<file path="src/rtl/w1_encode_absorb_pkg.sv">
// ============================================================================
// dilithium_pkg : ML-DSA-87 constants and the absorb-sequencer state encoding
// Rev 1.0
// ============================================================================
`default_nettype none

package dilithium_pkg;

  localparam int DSA_K       = 8;
  localparam int DSA_N       = 256;
  localparam int DSA_Q       = 8380417;
  localparam int DSA_W1_BITS = 4;
  localparam int DSA_MU_BITS = 512;

  typedef enum logic [2:0] {
    S_IDLE   = 3'd0,
    S_MU_RD  = 3'd1,
    S_MU_CAP = 3'd2,
    S_W1_RD  = 3'd3,
    S_SEND   = 3'd4,
    S_FIN    = 3'd5
  } absorb_state_t;

endpackage

`default_nettype wire

</file>
<file path="src/rtl/w1_encode_absorb_if.sv">
// ============================================================================
// w1_encode_absorb_if : SHAKE256 absorb port (data, valid/ready, last, last_len)
// Rev 1.0
// ============================================================================
`default_nettype none

interface w1_encode_absorb_if #(
  parameter int WORD_WIDTH = 64
);
  localparam int LEN_W = $clog2(WORD_WIDTH) + 1;

  logic [WORD_WIDTH-1:0] shake_data_in;
  logic                  in_valid;
  logic                  in_last;
  logic [LEN_W-1:0]      last_len;
  logic                  in_ready;

  modport master (output shake_data_in, in_valid, in_last, last_len, input in_ready);
  modport slave  (input shake_data_in, in_valid, in_last, last_len, output in_ready);
endinterface

`default_nettype wire

</file>
<file path="src/rtl/w1_encode_absorb_pack.sv">
// ============================================================================
// w1_pack_word : shifts in the low W1_BITS of each coeff of consecutive NTT
//                words, first word ending up in the least significant slice
// Rev 1.0
// ============================================================================
`default_nettype none

module w1_pack_word #(
  parameter int COEFF_WIDTH    = 24,
  parameter int COEFF_PER_WORD = 4,
  parameter int W1_BITS        = 4,
  parameter int WORD_WIDTH     = 64
) (
  input  wire logic                                  clk,
  input  wire logic                                  rst,
  input  wire logic                                  i_load,
  input  wire logic [COEFF_WIDTH*COEFF_PER_WORD-1:0] i_ntt_word,
  output logic      [WORD_WIDTH-1:0]                 o_word,
  output logic                                       o_last_load
);
  localparam int c_slice_w = COEFF_PER_WORD * W1_BITS;
  localparam int c_loads   = WORD_WIDTH / c_slice_w;
  localparam int c_cnt_w   = $clog2(c_loads);
  localparam logic [c_cnt_w-1:0] c_cnt_max = c_cnt_w'(c_loads - 1);

  logic [c_slice_w-1:0]      w_slice;
  logic [COEFF_PER_WORD-1:0] w_unused_hi;
  logic [WORD_WIDTH-1:0]     r_sr;
  logic [c_cnt_w-1:0]        r_cnt;

  // Only the low W1_BITS of each coefficient reach the stream.
  for (genvar j = 0; j < COEFF_PER_WORD; j++) begin : g_slice
    assign w_slice[j*W1_BITS +: W1_BITS] = i_ntt_word[j*COEFF_WIDTH +: W1_BITS];
    assign w_unused_hi[j] = |i_ntt_word[j*COEFF_WIDTH+W1_BITS +: COEFF_WIDTH-W1_BITS];
  end

  always_ff @(posedge clk) begin
    if (rst) begin
      r_sr  <= '0;
      r_cnt <= '0;
    end else if (i_load) begin
      r_sr  <= {w_slice, r_sr[WORD_WIDTH-1:c_slice_w]};
      r_cnt <= (r_cnt == c_cnt_max) ? '0 : r_cnt + 1'b1;
    end
  end

  assign o_word      = r_sr;
  assign o_last_load = i_load && (r_cnt == c_cnt_max);
endmodule

`default_nettype wire

</file>
<file path="src/rtl/w1_encode_absorb.sv">
// ============================================================================
// w1_encode_absorb : streams mu || w1Encode(w1) into the SHAKE256 absorb port.
// Option: W1_RANGE_CHECK_EN adds sticky range_err for coeffs wider than W1_BITS.
// Rev 1.0
// ============================================================================
`default_nettype none

module w1_encode_absorb
  import dilithium_pkg::*;
#(
  parameter int K               = DSA_K,
  parameter int N               = DSA_N,
  parameter int W1_BITS         = DSA_W1_BITS,
  parameter int MU_BITS         = DSA_MU_BITS,
  parameter int WORD_WIDTH      = 64,
  parameter int DATA_ADDR_WIDTH = 12,
  parameter int MU_BASE_OFFSET  = 0,
  parameter int COEFF_WIDTH     = 24,
  parameter int COEFF_PER_WORD  = 4,
  parameter int NTT_ADDR_WIDTH  = 12,
  parameter int W1_BASE_OFFSET  = 0
) (
  input  wire logic                                  clk,
  input  wire logic                                  rst,
  input  wire logic                                  start,
  output logic                                       done,
  output logic                                       busy,
  output logic      [DATA_ADDR_WIDTH-1:0]            addr_mu,
  input  wire logic [WORD_WIDTH-1:0]                 dout_mu,
  output logic      [NTT_ADDR_WIDTH-1:0]             addr_w1,
  input  wire logic [COEFF_WIDTH*COEFF_PER_WORD-1:0] dout_w1,
`ifdef W1_RANGE_CHECK_EN
  output logic                                       range_err,
`endif
  w1_encode_absorb_if.master                         shake
);
  localparam int c_mu_words  = MU_BITS / WORD_WIDTH;
  localparam int c_w1_words  = K * N * W1_BITS / WORD_WIDTH;
  localparam int c_total     = c_mu_words + c_w1_words;
  localparam int c_cnt_w     = $clog2(c_total + 1);
  localparam int c_issues    = WORD_WIDTH / (COEFF_PER_WORD * W1_BITS);
  localparam int c_rd_w      = $clog2(c_issues + 1);
  localparam int c_len_w     = $clog2(WORD_WIDTH) + 1;

  localparam logic [c_cnt_w-1:0]         c_mu_cnt   = c_cnt_w'(c_mu_words);
  localparam logic [c_cnt_w-1:0]         c_mu_last  = c_cnt_w'(c_mu_words - 1);
  localparam logic [c_cnt_w-1:0]         c_last_cnt = c_cnt_w'(c_total - 1);
  localparam logic [c_rd_w-1:0]          c_rd_issue = c_rd_w'(c_issues);
  localparam logic [DATA_ADDR_WIDTH-1:0] c_mu_base  = DATA_ADDR_WIDTH'(MU_BASE_OFFSET);
  localparam logic [NTT_ADDR_WIDTH-1:0]  c_w1_base  = NTT_ADDR_WIDTH'(W1_BASE_OFFSET);

  absorb_state_t          r_state, w_next_state;
  logic [c_cnt_w-1:0]     r_word_cnt;
  logic [c_rd_w-1:0]      r_rd_cnt;
  logic [WORD_WIDTH-1:0]  r_mu_data;
  logic [WORD_WIDTH-1:0]  w_pack_word;
  logic                   w_pack_last;
  logic                   w_capture;
  logic                   w_handshake;
  logic                   w_start_acc;
  logic                   w_is_mu;
  logic                   w_last_word;

  assign w_start_acc = (r_state == S_IDLE) && start;
  assign w_handshake = (r_state == S_SEND) && shake.in_ready;
  assign w_is_mu     = r_word_cnt < c_mu_cnt;
  assign w_last_word = r_word_cnt == c_last_cnt;
  // Read data lags its address by one cycle, so capture starts on the second W1_RD cycle.
  assign w_capture   = (r_state == S_W1_RD) && (r_rd_cnt != '0);

  w1_pack_word #(
    .COEFF_WIDTH    (COEFF_WIDTH),
    .COEFF_PER_WORD (COEFF_PER_WORD),
    .W1_BITS        (W1_BITS),
    .WORD_WIDTH     (WORD_WIDTH)
  ) u_pack (
    .clk         (clk),
    .rst         (rst),
    .i_load      (w_capture),
    .i_ntt_word  (dout_w1),
    .o_word      (w_pack_word),
    .o_last_load (w_pack_last)
  );

  always_ff @(posedge clk) begin
    if (rst) r_state <= S_IDLE;
    else     r_state <= w_next_state;
  end

  always_comb begin
    w_next_state   = r_state;
    shake.in_valid = 1'b0;
    shake.in_last  = 1'b0;
    done           = 1'b0;
    busy           = 1'b1;
    case (r_state)
      S_IDLE: begin
        busy = 1'b0;
        if (start) w_next_state = S_MU_RD;
      end
      S_MU_RD:  w_next_state = S_MU_CAP;
      S_MU_CAP: w_next_state = S_SEND;
      S_W1_RD:  if (w_pack_last) w_next_state = S_SEND;
      S_SEND: begin
        shake.in_valid = 1'b1;
        shake.in_last  = w_last_word;
        if (shake.in_ready) begin
          if (w_last_word)                  w_next_state = S_FIN;
          else if (r_word_cnt < c_mu_last)  w_next_state = S_MU_RD;
          else                              w_next_state = S_W1_RD;
        end
      end
      S_FIN: begin
        done         = 1'b1;
        w_next_state = S_IDLE;
      end
      default: w_next_state = S_IDLE;
    endcase
  end

  always_ff @(posedge clk) begin
    if (rst) begin
      r_word_cnt <= '0;
      r_rd_cnt   <= '0;
      r_mu_data  <= '0;
      addr_mu    <= c_mu_base;
      addr_w1    <= c_w1_base;
    end else begin
      if (w_start_acc) begin
        r_word_cnt <= '0;
        r_rd_cnt   <= '0;
        addr_mu    <= c_mu_base;
        addr_w1    <= c_w1_base;
      end
      if (r_state == S_MU_CAP) r_mu_data <= dout_mu;
      if (r_state == S_W1_RD) begin
        if (r_rd_cnt < c_rd_issue) addr_w1 <= addr_w1 + 1'b1;
        r_rd_cnt <= w_pack_last ? '0 : r_rd_cnt + 1'b1;
      end
      if (w_handshake) begin
        r_word_cnt <= r_word_cnt + 1'b1;
        if (w_is_mu) addr_mu <= addr_mu + 1'b1;
      end
    end
  end

  assign shake.shake_data_in = w_is_mu ? r_mu_data : w_pack_word;
  assign shake.last_len      = c_len_w'(WORD_WIDTH);

`ifdef W1_RANGE_CHECK_EN
  logic r_range_err;
  logic w_coeff_oor;

  always_comb begin
    w_coeff_oor = 1'b0;
    for (int j = 0; j < COEFF_PER_WORD; j++) begin
      if (dout_w1[j*COEFF_WIDTH+W1_BITS +: COEFF_WIDTH-W1_BITS] != '0) w_coeff_oor = 1'b1;
    end
  end

  always_ff @(posedge clk) begin
    if (rst)                          r_range_err <= 1'b0;
    else if (w_start_acc)             r_range_err <= 1'b0;
    else if (w_capture && w_coeff_oor) r_range_err <= 1'b1;
  end

  assign range_err = r_range_err;
`endif
endmodule

`default_nettype wire

</file>
<file path="src/flat_wrapper.sv">
// flat-port wrapper written by rule: the top's interface ports become plain ports
module w1_encode_absorb_flat import dilithium_pkg::*;
#(
  parameter int K               = DSA_K,
  parameter int N               = DSA_N,
  parameter int W1_BITS         = DSA_W1_BITS,
  parameter int MU_BITS         = DSA_MU_BITS,
  parameter int WORD_WIDTH      = 64,
  parameter int DATA_ADDR_WIDTH = 12,
  parameter int MU_BASE_OFFSET  = 0,
  parameter int COEFF_WIDTH     = 24,
  parameter int COEFF_PER_WORD  = 4,
  parameter int NTT_ADDR_WIDTH  = 12,
  parameter int W1_BASE_OFFSET  = 0
)
  (clk, rst, start, done, busy, addr_mu, dout_mu, addr_w1, dout_w1, shake_shake_data_in, shake_in_valid, shake_in_last, shake_last_len, shake_in_ready);
  w1_encode_absorb_if #(.WORD_WIDTH(WORD_WIDTH)) shake_i ();
  input  wire logic clk;
  input  wire logic rst;
  input  wire logic start;
  output logic done;
  output logic busy;
  output logic      [DATA_ADDR_WIDTH-1:0] addr_mu;
  input  wire logic [WORD_WIDTH-1:0] dout_mu;
  output logic      [NTT_ADDR_WIDTH-1:0] addr_w1;
  input  wire logic [COEFF_WIDTH*COEFF_PER_WORD-1:0] dout_w1;
  output wire logic [$bits(shake_i.shake_data_in)-1:0] shake_shake_data_in;
  output wire logic [$bits(shake_i.in_valid)-1:0] shake_in_valid;
  output wire logic [$bits(shake_i.in_last)-1:0] shake_in_last;
  output wire logic [$bits(shake_i.last_len)-1:0] shake_last_len;
  input wire logic [$bits(shake_i.in_ready)-1:0] shake_in_ready;
  assign shake_shake_data_in = shake_i.shake_data_in;
  assign shake_in_valid = shake_i.in_valid;
  assign shake_in_last = shake_i.in_last;
  assign shake_last_len = shake_i.last_len;
  assign shake_i.in_ready = shake_in_ready;
  w1_encode_absorb #(.K(K), .N(N), .W1_BITS(W1_BITS), .MU_BITS(MU_BITS), .WORD_WIDTH(WORD_WIDTH), .DATA_ADDR_WIDTH(DATA_ADDR_WIDTH), .MU_BASE_OFFSET(MU_BASE_OFFSET), .COEFF_WIDTH(COEFF_WIDTH), .COEFF_PER_WORD(COEFF_PER_WORD), .NTT_ADDR_WIDTH(NTT_ADDR_WIDTH), .W1_BASE_OFFSET(W1_BASE_OFFSET)) u_core (.clk(clk), .rst(rst), .start(start), .done(done), .busy(busy), .addr_mu(addr_mu), .dout_mu(dout_mu), .addr_w1(addr_w1), .dout_w1(dout_w1), .shake(shake_i));
endmodule
</file>
<file path="config.mk">
export PLATFORM = sky130hd
export DESIGN_NAME = w1_encode_absorb_flat
export DESIGN_NICKNAME = d
export VERILOG_FILES = /design/src/rtl/w1_encode_absorb_pkg.sv /design/src/rtl/w1_encode_absorb_if.sv /design/src/rtl/w1_encode_absorb_pack.sv /design/src/rtl/w1_encode_absorb.sv /design/src/flat_wrapper.sv
export SDC_FILE = /design/constraint.sdc
export NUM_CORES = 1
export LEC_CHECK = 0
export CORE_ASPECT_RATIO = 1.75
export CORE_MARGIN = 5
export CORE_UTILIZATION = 48
export CTS_CLUSTER_DIAMETER = 120
export DETAILED_ROUTE_END_ITERATION = 8
export GPL_TIMING_DRIVEN = 0
export PLACE_DENSITY = 0.85
export SETUP_SLACK_MARGIN = 0.05
export SLEW_MARGIN = 25
export SYNTH_ARGS = -nofsm -noshare
export SYNTH_HDL_FRONTEND = slang
export SYNTH_SLANG_ARGS = --single-unit
</file>
<file path="constraint.sdc">
create_clock -name clk -period 4 [get_ports clk]
set_clock_uncertainty 0.2 [all_clocks]
set_input_delay 0.6 -clock clk [delete_from_list [all_inputs] [get_ports clk]]
set_output_delay 0.6 -clock clk [all_outputs]
set_load 0.05 [all_outputs]
</file>
==> impl_metrics.env, run 1 <==
export IMPL_status="finished clean"
export IMPL_path_buf_inv=3
export IMPL_ant_nets=0
export IMPL_fillers=1183
export IMPL_path_class="reg2out"
export IMPL_relSlewSlack_pct=48.6
export IMPL_layout_cells_non_filler=1287
export IMPL_die_area_um2=17800
export IMPL_hold_buffers=0
export IMPL_critPathSlowestCell="clkdlybuf4s50_1"
export IMPL_maxCapViolations=0
export IMPL_grt_pass1_wl_um=35400
export IMPL_htree_levels=4
export IMPL_synth_top_area_share_pct=46.4
export IMPL_antenna_found_initial=0
export IMPL_syn2layout_area_growth_pct=35.8
export IMPL_place_worst_setup_slack_ns=0.236
export IMPL_synthArstFlopShare_pct=0
export IMPL_grt_max_degree=17
export IMPL_timing_fmax_mhz=259
export IMPL_clkLatencyLatePin_ns=0.43
export IMPL_drive_above_1_share_pct=11.5
export IMPL_path_cells="or4_4 -> buf_6 -> nor2_1 -> buf_2 -> mux2_2 -> clkdlybuf4s50_1"
export IMPL_hold_depth=2
export IMPL_hp_start="u_core.r_mu_data[54]$_SDFFE_PP0P_"
export IMPL_synth_seq_area_share_pct=46.4
export IMPL_critical_path_cell_count=6
export IMPL_place_area_um2=9260
export IMPL_yosysMostFrequentCell="nand2_1"
export IMPL_combPwrFrac_pct=12.3
export IMPL_clockRootBuffer="clkbuf_16"
export IMPL_intPower_mw=2.85
export IMPL_synth_common_cells="274 x nand2_1, 168 x dfxtp_1, 150 x a21oi_1"
export IMPL_arrival_ns=3.06
export IMPL_setup_violations=0
export IMPL_design_core_area_um2=14800
export IMPL_wl_per_cell_um=17.4
export IMPL_drc_errors=0
export IMPL_gp_congestion=0.925
export IMPL_finalMaxSlewViolations=0
export IMPL_dieWidth_um=103
export IMPL_grt_usage_pct=25.3
export IMPL_clock_path_buffers=2
export IMPL_crit_fanout=10
export IMPL_first_global_vias=6997
export IMPL_synthFlopType="dfxtp_1"
export IMPL_clock_sinks=168
export IMPL_critPathCaptureType="primary output"
export IMPL_chipHeight_um=173
export IMPL_start_util_pct=48.9
export IMPL_seq_power_share_pct=44.8
export IMPL_worstReg2RegStart="u_core.r_word_cnt[3]$_SDFFE_PP0P_"
export IMPL_synth_largest_area_cell="dfxtp_1"
export IMPL_antennaDiodeCount=0
export IMPL_clk_pin_slew_ns=0.07
export IMPL_slowest_delay_ns=0.70
export IMPL_finalHoldViolations=0
export IMPL_synthCells=892
export IMPL_synthTopCellsByArea="dfxtp_1 46%, nand2_1 14%, mux2_2 11%"
export IMPL_power_leakage_nw=3.65
export IMPL_setup_slack_ns=0.137
export IMPL_synth_edff_count=0
export IMPL_dr_pass1_iters=5
export IMPL_placedCellCount=1255
export IMPL_tightest_slew_ns=0.771
export IMPL_ys_warn_count=0
export IMPL_postCtsSetupBuffers=0
export IMPL_netlist_area_um2=7250
export IMPL_regArea_um2=3360
export IMPL_post_route_min_period_ns=3.86
export IMPL_cts_tree="done"
export IMPL_vias_per_cell=5.41
export IMPL_drt_total_wl_um=22300
export IMPL_rsz0062_at_grt="yes"
export IMPL_swShare_pct=25.9
export IMPL_r2r_cells=5
export IMPL_multi_input_area_um2=3590
export IMPL_ios=263
export IMPL_io_buffers=174
export IMPL_p_total_mw=3.84
export IMPL_cts_inserted_buffers=17
export IMPL_hold_class="reg2reg"
export IMPL_avgSynthCellArea_um2=8.13
export IMPL_nets=1261
export IMPL_power_density_nw_per_um2=390
export IMPL_critPathTopFamily="buffers and inverters"
export IMPL_fin_setup_tns_ns=0
export IMPL_startpoint="u_core.r_word_cnt[3]$_SDFFE_PP0P_"
export IMPL_hpwl_um=17100
export IMPL_startpoint_type="flip-flop"
export IMPL_holdWs_ns=0.251
export IMPL_fin_area_um2=9850
export IMPL_drt_initial_drc_count=404
export IMPL_r2r_setup_slack_ns=1.50
export IMPL_utilization_pct=66.4
export IMPL_synthDistinctLibCells=55
export IMPL_peakVddDrop_mv=0.315
export IMPL_clockPowerShare_pct=42.8
export IMPL_required_ns=3.20
export IMPL_core_rowCount=59
export IMPL_ys_seq_elements=168
export IMPL_period_share_pct=96.6
export IMPL_switching_power_uw=997
export IMPL_overflow=0
export IMPL_dr_total_vias=6961
-- final cells by class --
cell class                      instances  share of cell area, %
Multi-Input combinational cell        652                   36.5
Sequential cell                       168                   34.1
Timing Repair Buffer                  175                   17.6
Clock buffer                           20                   4.64
Buffer                                 69                   3.09
Tap cell                              183                   2.32
Clock inverter                         12                   1.45
Inverter                                8                  0.305
-- worst min-delay path, delay by kind of cell, from the launching register on --
kind / cells / cell delay [ns]
flip-flops: 1 / 0.31
AND/OR/NAND/NOR: 1 / 0.05
AO/OA/AOI/OAI: 1 / 0.05
-- what timing repair did --
action	CTS	global route
gates resized for setup	30	33
hold endpoints to repair	0	0
setup endpoints to repair	30	46
-- cell families (layout without fill, tap and decap cells) --
group,count (synthesis),in the layout,share of synthesized area (%)
and+or+nand+nor,385,385,23.2
xor gates and xnor gates,5,5,0.604
other,2,7,0.104
DFF,168,168,46.4
muxes,71,71,11.0
buffers and inverters,77,284,4.52
AOI/OAI and AO/OA,178,178,13.2
adders and majority gates,6,6,1.03
-- flip-flops by register name, indices dropped and copies added (netlist names) --
register	count
u_core.r_state	3
u_core.addr_w1	12
u_core.r_mu_data	64
u_core.addr_mu	12
u_core.r_word_cnt	8
u_core.u_pack.o_word	64
u_core.u_pack.r_cnt	2
u_core.r_rd_cnt	3
-- metal layers --
| layer | share of wire [%] | GRT usage, % | vias up | wire, um |
|---|---|---|---|---|
| met1 | 37 | 27.9 | 3226 | 8270 |
| met3 | 5.9 | 4.19 | 62 | 1310 |
| met5 | 0 | 0 | - | 0 |
| met4 | 4.6 | 11.7 | 0 | 1020 |
| li1 | - | - | 3413 | - |
| met2 | 53 | 45.5 | 260 | 11700 |
-- power groups by stage --
| stage | clock network (mW) | registers, mW | logic, mW |
|---|---|---|---|
| after floorplan | 0 | 1.76 | 0.277 |
| after global placement | 0 | 1.76 | 0.474 |
| after detailed placement | 0 | 1.76 | 0.481 |
| after CTS | 1.66 | 1.72 | 0.475 |
| after global routing | 1.73 | 1.73 | 0.505 |
| final | 1.65 | 1.72 | 0.474 |
-- layout by cell type (no fill, tap or decap), types with 10 or more instances in the layout --
cell type        instances
dfxtp_1                168
clkdlybuf4s15_1         13
nor2_1                  32
nand3_1                 14
clkbuf_1                55
dlygate4sd2_1           13
clkdlybuf4s50_1        136
nand2_1                274
a21oi_1                150
mux2_2                  70
clkbuf_16               17
nor3_1                  10
-- worst paths after layout --
path	to
worst max register to register	u_core.addr_mu[10]$_SDFF_PP0_
worst max-delay path	shake_shake_data_in[22]
worst min register to register	u_core.r_mu_data[54]$_SDFFE_PP0P_
worst min-delay path	u_core.r_mu_data[54]$_SDFFE_PP0P_
Power figures use the tool's default switching activity.
==> inputs of run 2 (changes only) <==
Settings changed: CTS_CLUSTER_SIZE from default to 30.
==> results of run 2 <==
The final DEF is identical to that of run 1; final timing and power are the same.
